## config.mk

```make
export PLATFORM = sky130hd
export DESIGN_NAME = vx_ipdom_warp_stack
export DESIGN_NICKNAME = d
export VERILOG_FILES = /design/src/rtl/vx_ipdom_warp_stack.sv
export SDC_FILE = /design/constraint.sdc
export NUM_CORES = 2
export LEC_CHECK = 0
export ABC_AREA = 1
export BUFFER_PORTS_ARGS = -buffer_cell sky130_fd_sc_hd__buf_2
export CAP_MARGIN = 20
export CORE_UTILIZATION = 30
export CTS_BUF_LIST = sky130_fd_sc_hd__clkbuf_2 sky130_fd_sc_hd__clkbuf_4 sky130_fd_sc_hd__clkbuf_8
export DETAILED_ROUTE_END_ITERATION = 10
export GPL_ROUTABILITY_DRIVEN = 0
export PLACE_DENSITY_LB_ADDON = 0.08
export SYNTH_ARGS = -nofsm -noshare
export SYNTH_HDL_FRONTEND = slang
export SYNTH_SLANG_ARGS = --single-unit
```

## constraint.sdc

```tcl
create_clock -name clk -period 9 [get_ports clk]
set_input_delay 0.9 -clock clk [delete_from_list [all_inputs] [get_ports clk]]
set_output_delay 0.9 -clock clk [all_outputs]
set_load 0.1 [all_outputs]
```

## src/rtl/vx_ipdom_warp_stack.sv

```systemverilog
// Per-warp IPDOM reconvergence stack bank.
// NUM_WARPS independent LIFOs share one data RAM addressed {wid, slot}. Each entry
// holds a {q2,q1} pair plus a part bit:
//   part=0 -> the next pop returns q2 and only marks the entry half-consumed.
//   part=1 -> the next pop returns q1 and releases the entry.
// A non-split push sets part=1 at write time, so that entry pops once.
module vx_ipdom_warp_stack #(
    parameter int WIDTH     = 32,
    parameter int DEPTH     = 8,
    parameter int NUM_WARPS = 4,
    parameter int WIDW      = (NUM_WARPS > 1) ? $clog2(NUM_WARPS) : 1,
    parameter int CNTW      = $clog2(DEPTH + 1)
) (
    input  logic             clk,
    input  logic             reset,
    input  logic             push_valid,
    input  logic [WIDW-1:0]  push_wid,
    input  logic             push_pair,
    input  logic [WIDTH-1:0] push_q1,
    input  logic [WIDTH-1:0] push_q2,
    input  logic             pop_valid,
    input  logic [WIDW-1:0]  pop_wid,
    input  logic [WIDW-1:0]  rd_wid,
    output logic [WIDTH-1:0] rd_data,
    output logic             rd_index,
    output logic             rd_empty,
    output logic             rd_full,
    output logic [CNTW-1:0]  rd_count,
    input  logic             err_clr,
    output logic [2:0]       err_flags
);

    localparam int SLOTW = $clog2(DEPTH);

    logic [CNTW-1:0]  count_q [NUM_WARPS];
    logic [DEPTH-1:0] part_q  [NUM_WARPS];
    logic [WIDTH-1:0] q1_mem  [NUM_WARPS][DEPTH];
    logic [WIDTH-1:0] q2_mem  [NUM_WARPS][DEPTH];

    logic [CNTW-1:0]  push_cnt;
    logic [CNTW-1:0]  pop_cnt;
    logic [SLOTW-1:0] push_slot;
    logic [SLOTW-1:0] pop_top;
    logic             push_full;
    logic             pop_empty;
    logic             same_warp;
    logic             push_ok;
    logic             pop_ok;
    logic             pop_part;
    logic [2:0]       new_err;

    logic [CNTW-1:0]  rd_cnt;
    logic [SLOTW-1:0] rd_top;

    // Request qualification. The push slot always fits SLOTW bits because a
    // push is only accepted below DEPTH; the pop top is only used when non-empty.
    always_comb begin
        push_cnt  = count_q[push_wid];
        pop_cnt   = count_q[pop_wid];
        push_slot = SLOTW'(push_cnt);
        pop_top   = SLOTW'(pop_cnt - CNTW'(1));
        push_full = (push_cnt == CNTW'(DEPTH));
        pop_empty = (pop_cnt == '0);
        // A same-warp pop is dropped so the push sees a stable top slot.
        same_warp = push_valid && pop_valid && (push_wid == pop_wid);
        push_ok   = push_valid && !push_full;
        pop_ok    = pop_valid && !same_warp && !pop_empty;
        pop_part  = part_q[pop_wid][pop_top];
        new_err   = {same_warp,
                     pop_valid && !same_warp && pop_empty,
                     push_valid && push_full};
    end

    // Counts, part bits and sticky error flags; push and pop only both commit
    // when they target different warps, so their writes never collide.
    always_ff @(posedge clk) begin
        if (reset) begin
            for (int w = 0; w < NUM_WARPS; w++) begin
                count_q[w] <= '0;
                part_q[w]  <= '0;
            end
            err_flags <= '0;
        end else begin
            if (push_ok) begin
                count_q[push_wid]           <= push_cnt + CNTW'(1);
                part_q[push_wid][push_slot] <= ~push_pair;
            end
            if (pop_ok) begin
                if (pop_part) begin
                    count_q[pop_wid] <= pop_cnt - CNTW'(1);
                end else begin
                    part_q[pop_wid][pop_top] <= 1'b1;
                end
            end
            err_flags <= (err_clr ? 3'b000 : err_flags) | new_err;
        end
    end

    // Data RAM write port; contents are never reset, only the counts guard reads.
    always_ff @(posedge clk) begin
        if (!reset && push_ok) begin
            q1_mem[push_wid][push_slot] <= push_q1;
            q2_mem[push_wid][push_slot] <= push_q2;
        end
    end

    // Zero-latency top-of-stack view of rd_wid from registered state.
    always_comb begin
        rd_cnt   = count_q[rd_wid];
        rd_top   = SLOTW'(rd_cnt - CNTW'(1));
        rd_count = rd_cnt;
        rd_empty = (rd_cnt == '0);
        rd_full  = (rd_cnt == CNTW'(DEPTH));
        rd_index = !rd_empty && part_q[rd_wid][rd_top];
        if (rd_empty) begin
            rd_data = '0;
        end else if (rd_index) begin
            rd_data = q1_mem[rd_wid][rd_top];
        end else begin
            rd_data = q2_mem[rd_wid][rd_top];
        end
    end

endmodule

```

==> key figures <==
Run status
  • Status: completed

Critical path
  • Critical path capture point type: output pin
  • Reg-to-reg endpoint: q2_mem[1][238]
  • Crit-path max FO: 89
  • Setup crit start kind: input port
  • CP Class: input port to output pin
  • Worst flop-to-flop path startpoint: count_q[3][0]
  • CP arrival: 6060 ps
  • Reg2Reg Setup Slack: 4830 ps
  • Critical path required time: 8100 ps
  • Reg2reg path depth: 10

CTS
  • CTS tree: yes
  • CTS Root Cell: clkbuf_8
  • Clock sink total: 2099
  • Total setup buffers inserted after CTS: 0
  • Post-CTS Resized: 0
  • Worst-path clk slew: 60 ps
  • CTS Buffer Depth: 4
  • H-tree depth: 5
  • Clk Latency, worst-skew pair: 1010 ps
  • Num CTS Buffers: 385
  • Hold buffers post-CTS: 0

Yosys
  • Yosys reg bits: 2099
  • Synth cell count leaders: nand2_1 (2710), edfxtp_1 (2064), nand3_1 (1837)
  • Syn nets: 7612
  • Cell taking the most area after synthesis: edfxtp_1
  • Synth warn: 0
  • Count leader, synth: nand2_1
  • Post-synth EDFFs: 2064
  • Average size of a mapped cell: 11.5 um2
  • Register area share after synthesis: 0.723
  • Async S/R FF share, synth: 0
  • Synth Flop Type: edfxtp_1
  • Yosys cell types: 34
  • Area contributors post-synth: edfxtp_1 (72%), nand2_1 (12%), nand3_1 (11%)
  • Post-Syn Area: 0.0867 mm2
  • Syn Inst Count: 7532
  • Post-synth top area share: 0.715

STA
  • Achievable frequency: 144 MHz
  • RSZ-0062 raised after global routing: no
  • Worst Tran Pin Value: 1170 ps
  • Relative slew slack: 0.220
  • Setup violators final: 0
  • Skew final: 65.3 ps
  • Final setup margin: 2040 ps
  • Crit path time final: 6960 ps
  • Pins Over Slew Limit: 0
  • Setup TNS: 0 ps
  • Hold Violations, Final: 0
  • Period utilisation layout: 0.774

Floorplanning
  • I/O Pins: 118
  • Die Area: 0.291 mm2
  • Cell row count: 196
  • Initial Utilization: 0.303
  • Chip height: 539 um
  • Core area: 0.286 mm2
  • Die W: 539 um

Placement
  • DP HPWL: 142 mm
  • Post-DP Area: 0.0911 mm2
  • PortBufs: 117
  • Placed insts: 11000
  • Pre-CTS setup slack: 1840 ps

Detailed routing
  • Vias: 58800
  • 1st-iter DRT viols: 5082
  • Antenna viol nets, final: 0
  • DR vias/cell: 5.02
  • Drt wl/cell: 26.5 um
  • DRC: 0
  • Post-Route WL: 310 mm
  • TritonRoute pass-1 iters: 6

Job
  • Max_cap viols: 0

Global routing
  • Total gr overflow: 0
  • Total GRT Usage: 0.209
  • Number of global-route vias before repair: 57600
  • First-pass GRT wire length: 439 mm
  • Initial antenna violation count: 32
  • Largest net degree at the start of global routing: 183

Finish
  • Non-Filler Instances: 11700
  • Design area: 0.0984 mm2
  • Fillers: 28400
  • Layout cells sized above 1: 0.110
  • Layout Nets: 7725
  • Area growth from synthesis to layout: 13.5%

Hold path
  • Hold depth: 4
  • Hold-critical path endpoint: err_flags[2]
  • HP Class: input port to flop
  • HP Start: err_clr

Pwr
  • Leakage: 35.1 nW
  • Max VDD drop: 0.121 mV
  • Pwr Density: 231 mW/mm2
final cells by class:
class / instances / area, um2 / area share
inverters: 104 / 526 / 0.00534
multi-input cells: 4838 / 21100 / 0.214
flip-flops and latches: 2099 / 62700 / 0.637
well taps: 3762 / 4710 / 0.0478
clock inverters: 152 / 865 / 0.00879
clock buffers: 529 / 6410 / 0.0652
repair buffers: 217 / 2110 / 0.0214
diodes: 9 / 22.5 / 0.000229
layout by cell type, fill, tap and decap left out, drive strengths merged, types with 2 or more instances in the layout:
cell / n
nor2: 85
nand2: 2714
a21o: 6
dfxtp: 35
edfxtp: 2064
inv: 97
xnor2: 2
bufinv: 6
clkinv: 143
nand4: 51
nor3: 8
buf: 217
xor2: 2
nand3: 1840
clkinvlp: 10
ha: 4
diode: 9
a22oi: 7
clkbuf: 529
a21oi: 60
o21ai: 54
critical path, cell delays in order:
cell,delay [ps]
buf_8,410
inv_8,380
nand2_1,200
nand2_1,70
nand2_1,110
nand2_4,450
ha_4,610
inv_8,540
nand3_1,170
nand3_1,140
nand3_2,130
buf_4,350
inv_2,750
nand2_1,160
nand2_1,270
buf_12,210
cells by family (layout without fill, tap and decap cells):
family          after synthesis  count (layout)  share of synthesized area
compound gates              131             131                    0.00810
fa+ha+maj                     4               4                   0.000578
other cells                   0               9                          0
xor+xnor                      4               4                   0.000404
buf+inv                     595            1002                     0.0348
simple gates               4699            4699                      0.233
flops                      2099            2099                      0.723
worst max path at each step:
stage	start	end	slack, ps	cells after the start
final	rd_wid[0]	rd_data[12]	2040	16
after global routing	rd_wid[0]	rd_data[12]	1760	16
after CTS	rd_wid[1]	rd_data[12]	1850	14
after detailed placement	rd_wid[1]	rd_data[12]	1840	14
after global placement	rd_wid[0]	rd_data[12]	1850	16
after floorplan	push_wid[1]	q1_mem[0][224]	1720	13
stage by stage:
step / hold slack (ps) / util / total power [mW]
final: 189 / 0.344 / 22.7
after detailed placement: 464 / 0.318 / 14.1
after global routing: 191 / 0.344 / 23.6
after floorplan: 510 / - / 12.8
after global placement: 453 / 0.318 / 14.1
after CTS: 87.2 / 0.344 / 23.0
per-layer routing:
| layer | vias to the layer above | share of wire | track usage |
|---|---|---|---|
| met2 | 1700 | 0.47 | 0.342 |
| met1 | 29900 | 0.46 | 0.292 |
| met3 | 424 | 0.050 | 0.0273 |
| met5 | - | 0.00015 | 0 |
| met4 | 8 | 0.019 | 0.0503 |
| li1 | 26800 | - | - |
power breakdown:
part / internal, mW / switching [mW] / leakage, nW
Combinational: 0.728 / 2.32 / 12.4
Clock: 4.76 / 4.11 / 3.85
Sequential: 10.8 / 0.0197 / 18.9
flip-flops by register name (all words and copies together) (netlist names):
register	count
err_flags	3
q2_mem	1024
count_q	16
part_q	32
q1_mem	1024
No activity file was read; power rests on OpenSTA's default activity.
